File: src/rtl/vm1_bus_pkg.sv
// rtl/vm1_bus_pkg.sv - shared bus-arbitration types and constants for the VM1 bus unit
package vm1_bus_pkg;

  typedef enum logic [1:0] {
    S_CPU     = 2'd0,
    S_OFFER   = 2'd1,
    S_DMA     = 2'd2,
    S_RELEASE = 2'd3
  } bus_state_t;

  localparam logic [1:0] ERR_NONE  = 2'd0;
  localparam logic [1:0] ERR_RPLY  = 2'd1;
  localparam logic [1:0] ERR_OFFER = 2'd2;

  localparam int RPLY_TIMEOUT_DEF  = 63;
  localparam int OFFER_TIMEOUT_DEF = 15;
  localparam int BUS_CNT_W_DEF     = 6;

endpackage

File: src/rtl/vm1_bus_timer.sv
// rtl/vm1_bus_timer.sv - saturating ce-qualified tick counter with single-shot limit hit
module vm1_bus_timer #(
  parameter int CNT_W = 6,
  parameter int LIMIT = 63
) (
  input  logic clk,
  input  logic reset_n,
  input  logic ce,
  input  logic clear,
  input  logic run,
  output logic hit
);

  localparam logic [CNT_W-1:0] LAST = CNT_W'(LIMIT - 1);
  localparam logic [CNT_W-1:0] MAX  = CNT_W'(LIMIT);

  logic [CNT_W-1:0] cnt;

  always_ff @(posedge clk or negedge reset_n) begin
    if (!reset_n) begin
      cnt <= '0;
    end else if (ce) begin
      if (clear) begin
        cnt <= '0;
      end else if (run && cnt != MAX) begin
        cnt <= cnt + CNT_W'(1);
      end
    end
  end

  // Fires only on the tick that brings the count to LIMIT; saturation keeps it from re-firing.
  assign hit = ce && run && !clear && (cnt == LAST);

endmodule

File: src/rtl/qbus_arbiter.sv
// rtl/qbus_arbiter.sv - CPU/DMA bus-mastership arbiter with reply and offer timeouts
module qbus_arbiter
  import vm1_bus_pkg::*;
#(
  parameter int RPLY_TIMEOUT  = RPLY_TIMEOUT_DEF,
  parameter int OFFER_TIMEOUT = OFFER_TIMEOUT_DEF,
  parameter int CNT_W         = BUS_CNT_W_DEF
) (
  input  logic       clk,
  input  logic       reset_n,
  input  logic       ce,
  input  logic       cpu_req_i,
  input  logic       cpu_sync_i,
  input  logic       rply_i,
  input  logic       dmr_i,
  input  logic       sack_i,
  output logic       dmgo_o,
  output logic       cpu_hold_o,
  output logic       dma_owner_o,
  output logic       berror_o,
  output logic [1:0] err_code_o
);

  bus_state_t state, next_state;
  logic owed, sync_q;
  logic rply_clear, rply_run, rply_hit;
  logic offer_clear, offer_run, offer_hit, offer_fail;

  assign rply_clear  = !cpu_sync_i || rply_i;
  assign rply_run    = (state == S_CPU) && cpu_sync_i && !rply_i;
  assign offer_clear = (state != S_OFFER);
  assign offer_run   = (state == S_OFFER);

  vm1_bus_timer #(.CNT_W(CNT_W), .LIMIT(RPLY_TIMEOUT)) u_rply_timer (
    .clk(clk), .reset_n(reset_n), .ce(ce),
    .clear(rply_clear), .run(rply_run), .hit(rply_hit)
  );

  vm1_bus_timer #(.CNT_W(CNT_W), .LIMIT(OFFER_TIMEOUT)) u_offer_timer (
    .clk(clk), .reset_n(reset_n), .ce(ce),
    .clear(offer_clear), .run(offer_run), .hit(offer_hit)
  );

  // SACK beats both a withdrawn request and an expiring offer on the same tick.
  always_comb begin
    next_state = state;
    offer_fail = 1'b0;
    case (state)
      S_CPU:     if (dmr_i && !cpu_sync_i && !owed) next_state = S_OFFER;
      S_OFFER: begin
        if (sack_i) begin
          next_state = S_DMA;
        end else if (!dmr_i) begin
          next_state = S_CPU;
        end else if (offer_hit) begin
          next_state = S_CPU;
          offer_fail = 1'b1;
        end
      end
      S_DMA:     if (!sack_i) next_state = S_RELEASE;
      S_RELEASE: next_state = S_CPU;
      default:   next_state = S_CPU;
    endcase
  end

  always_ff @(posedge clk or negedge reset_n) begin
    if (!reset_n) begin
      state       <= S_CPU;
      owed        <= 1'b0;
      sync_q      <= 1'b0;
      dmgo_o      <= 1'b0;
      cpu_hold_o  <= 1'b0;
      dma_owner_o <= 1'b0;
      berror_o    <= 1'b0;
      err_code_o  <= ERR_NONE;
    end else if (ce) begin
      state       <= next_state;
      sync_q      <= cpu_sync_i;
      dmgo_o      <= (next_state == S_OFFER);
      cpu_hold_o  <= (next_state != S_CPU);
      dma_owner_o <= (next_state == S_DMA);
      berror_o    <= rply_hit || offer_fail;
      if (rply_hit) begin
        err_code_o <= ERR_RPLY;
      end else if (offer_fail) begin
        err_code_o <= ERR_OFFER;
      end
      // The CPU is owed one full cycle after a DMA tenure if it was waiting.
      if (state == S_RELEASE) begin
        owed <= cpu_req_i;
      end else if ((sync_q && !cpu_sync_i) || (state == S_CPU && !cpu_req_i)) begin
        owed <= 1'b0;
      end
    end
  end

endmodule

File: config.mk
export PLATFORM = sky130hd
export DESIGN_NAME = qbus_arbiter
export DESIGN_NICKNAME = d
export VERILOG_FILES = /design/src/rtl/vm1_bus_pkg.sv /design/src/rtl/vm1_bus_timer.sv /design/src/rtl/qbus_arbiter.sv
export SDC_FILE = /design/constraint.sdc
export NUM_CORES = 1
export LEC_CHECK = 0
export ABC_AREA = 1
export BUFFER_PORTS_ARGS = -buffer_cell sky130_fd_sc_hd__clkbuf_2
export CAP_MARGIN = 20
export CORE_ASPECT_RATIO = 0.75
export CORE_MARGIN = 2
export CORE_UTILIZATION = 45
export CTS_CLUSTER_SIZE = 24
export DETAILED_ROUTE_END_ITERATION = 10
export PLACE_DENSITY = 0.65
export SLEW_MARGIN = 20
export SYNTH_ARGS = -nofsm -noshare
export SYNTH_HDL_FRONTEND = slang
export SYNTH_SLANG_ARGS = --single-unit
File: constraint.sdc
create_clock -name clk -period 1.3 [get_ports clk]
set_clock_uncertainty 0.15 [all_clocks]
set_input_delay 0.195 -clock clk [delete_from_list [all_inputs] [get_ports clk]]
set_output_delay 0.195 -clock clk [all_outputs]
set_load 0.005 [all_outputs]
==> out/metrics.yaml <==
global_route:
  grt_start_max_net_pins: 23
  grt_overflow_total: 0
  grtUsageTotal: 0.1906
  use_met2: 0.3007
  grt.met1_usage: 0.2679
  busiest_layer: "met2"
  grt_pass1_wl_um: 4747
  grt_pass1_vias: 1100
  grt.met3_usage: 0.05708
  antenna_found_initial: 0
clocking:
  cts_buffers: 3
  h-tree-depth: 1
  clkSlewWorstSetupHoldPaths_ps: 80
  clkSinkCount: 22
  cts-root-buf: "clkbuf_8"
  clk_path_buf_depth: 2
  worstSkewPairLatency_ps: 260
  cts_tree: "done"
run_status:
  violations: "negative setup slack"
  status: "finished with violations"
cells_and_area:
  syn_to_final_growth_pct: 41.94
  num-nets-final: 226
  drive_above_1_share: 0.4038
  diodes: 0
die:
  die-area_sq_mm: 0.003219
  start_util: 0.4766
  core.rowCount: 16
  die_w_um: 64.86
  die_h_um: 49.64
  io_pins: 14
  core_area_sq_mm: 0.002623
timing:
  tns_ps: -1406
  timing.final.hold_violations: 0
  rsz0062_at_grt: "yes"
  fin_crit_sh: 1.102
  worstMarginPinSlew_ps: 555.9
  final_max_slew_viol_count: 0
  hold_ws_ps: 60.29
  setup_viol: 18
  max_slew_margin: 0.6294
  min_period_ps: 1433
  fmax_mhz: 697.9
  setup_ws_ps: -132.8
min_path:
  hp-class: "in2reg"
  whs_path_depth: 3
  min_from: "cpu_req_i"
  hold_end: "owed"
power_and_ir_drop:
  leakagePower_uw: 0.0009262
  peakVddDrop_v: 0.001153
  p_seq_frac: 0.368
  p_clk_frac: 0.198
  p_sw_frac: 0.3578
  pwr_density_cell_mw_per_mm2: 1388
  internal_power_uw: 1582
  switchingPower_uw: 881.5
  p_comb_frac: 0.434
  p_total_uw: 2463
logic_synthesis:
  synthArstFlopShare: 1.000
  synth-edff-count: 0
  synth_cells: 167
  syn_avg_cell_area_sq_um: 7.485
  synthTopCellsByArea: "dfrtp_1 44%, nand2_1 16%, inv_1 6.6%"
  synth_top_area_cell: "dfrtp_1"
  yosys-top-cells-count: "54 x nand2_1, 22 x dfrtp_1, 22 x inv_1"
  ys.flop_type: "dfrtp_1"
  seq_area_frac_synth: 0.4404
  synth_seq_cells: 22
  ys_warn_count: 0
  yosysMostFrequentCell: "nand2_1"
  syn-num-nets: 179
  synth_cell_types: 23
  netlist.area_leader.share: 0.4404
  synth_area_sq_mm: 0.001250
setup_path:
  ff2ff_path_depth: 9
  critical_path.slowest_cell: "dfrtp_1"
  crit_arrival_ps: 1440
  max_stage_delay_ps: 410
  crit_required_ps: 1310
  crit_family: "simple AND/OR/NAND/NOR gates"
  r2r_slack_ps: -130
  path_max_fanout: 3
  path_cells: "inv_2, ha_2, nand2_2, nor2_2, nand2_1, nand2_2, nand3_2, nand3_1, nand2_1"
  path_buf_inv: 1
  crit_path_start_kind: "flip-flop"
  crit_type: "reg2reg"
  rr_endpoint: "dmgo_o"
  r2r-start: "u_offer_timer.cnt[0]"
  cp-end-kind: "flip-flop"
detailed_routing:
  drt_iter0_drc: 44
  drc: 0
  vias_per_cell: 4.851
  wl_per_cell_um: 12.00
  route.vias.total: 1208
  ant_nets: 0
  drtPass1Iterations: 4
  finalWirelength_um: 2988
placed_design:
  numPortBuffers: 13
  place.detailed.hpwl_um: 2065
  place_congestion: 0.8574
job:
  drv_cap: 0
-- layout by cell type, fill, tap and decap left out --
cell / instances
a21boi_1: 1
a21oi_2: 4
buf_4: 27
buf_6: 2
clkbuf_2: 13
clkbuf_8: 4
clkinv_1: 1
dfrtp_1: 21
dfrtp_2: 1
dlygate4sd3_1: 1
ha_1: 1
ha_2: 3
inv_1: 17
inv_2: 5
inv_4: 1
inv_6: 1
nand2_1: 45
nand2_2: 9
nand2_4: 3
nand3_1: 9
nand3_2: 2
nand4_1: 4
nor2_1: 12
nor2_2: 1
nor2_4: 5
o211ai_4: 1
o21ai_0: 2
o21ai_1: 6
o21ai_2: 3
o21ai_4: 1
o21bai_1: 1
xnor2_1: 2
xor2_1: 4
-- power by group through the flow --
stage	clock (uW)	sequential, uW	combinational, uW
2_1_floorplan	0	899	367
5_1_grt	534	925	1160
6_report	487	907	1070
3_3_place_gp	0	894	740
3_5_place_dp	0	902	766
4_1_cts	500	891	853
-- flip-flops by register name (all words and copies together), names as in the netlist --
register / flops
berror_o: 1
cpu_hold_o: 1
dma_owner_o: 1
dmgo_o: 1
err_code_o: 2
owed: 1
state: 2
sync_q: 1
u_offer_timer.cnt: 6
u_rply_timer.cnt: 6
-- timing repair --
| item | CTS | global route |
|---|---|---|
| buffers inserted | 2 | 2 |
| endpoints found under the hold margin | 22 | 0 |
| pin swaps | 7 | 15 |
| gates resized for setup | 12 | 31 |
| hold buffers | 1 | 0 |
| setup endpoints to repair | 19 | 21 |
-- worst max-delay path by stage --
stage	start	to	slack (ps)	depth (start not counted)
after floorplan	u_offer_timer.cnt[0]	cpu_hold_o	-50	9
after global placement	u_offer_timer.cnt[1]	u_offer_timer.cnt[0]	-110	8
after detailed placement	u_offer_timer.cnt[1]	u_offer_timer.cnt[0]	-150	8
after CTS	u_offer_timer.cnt[0]	dmgo_o	-120	9
after global routing	u_offer_timer.cnt[0]	cpu_hold_o	-200	9
final	u_offer_timer.cnt[0]	dmgo_o	-130	9
-- final cells by class --
| type | instances | area [sq um] |
|---|---|---|
| clock buffers | 4 | 55.05 |
| fillers | 197 | 848.3 |
| inverters | 25 | 101.3 |
| multi-input cells | 119 | 720.7 |
| flip-flops and latches | 22 | 551.8 |
| well taps | 36 | 45.04 |
| repair buffers | 43 | 300.3 |
-- worst min-delay path, cell delays in order --
cell,delay (ps)
clkbuf_2,90
nand4_1,80
o21ai_1,70
-- per-stage QoR --
stage / setup slack (ps) / util / area [sq um] / std cells
global route: -197.1 / 0.6765 / 1774 / 249
finish: -132.8 / 0.6765 / 1774 / 249
floorplan: -53.39 / - / 1257 / 167
CTS: -115.8 / 0.6326 / 1659 / 247
detailed placement: -152.9 / 0.5902 / 1548 / 240
global placement: -114.2 / 0.5902 / 1548 / 240
-- per-layer routing --
| layer | part of all wire | wire length (um) |
|---|---|---|
| met3 | 0.036 | 109 |
| met5 | 0 | 0 |
| met4 | 0 | 0 |
| met1 | 0.48 | 1434 |
| met2 | 0.48 | 1445 |
-- logic make-up (layout without fill, tap and decap cells) --
family                   Yosys count  after routing  synth area share
AND/OR/NAND/NOR                   90             90            0.3073
buffers and inverters             26             72           0.08108
flip-flops                        22             22            0.4404
AO/OA/AOI/OAI                     19             19           0.08908
XOR/XNOR                           6              6           0.04204
adder cells (fa/ha/maj)            4              4           0.04004
(Power assumes the default switching activity.)
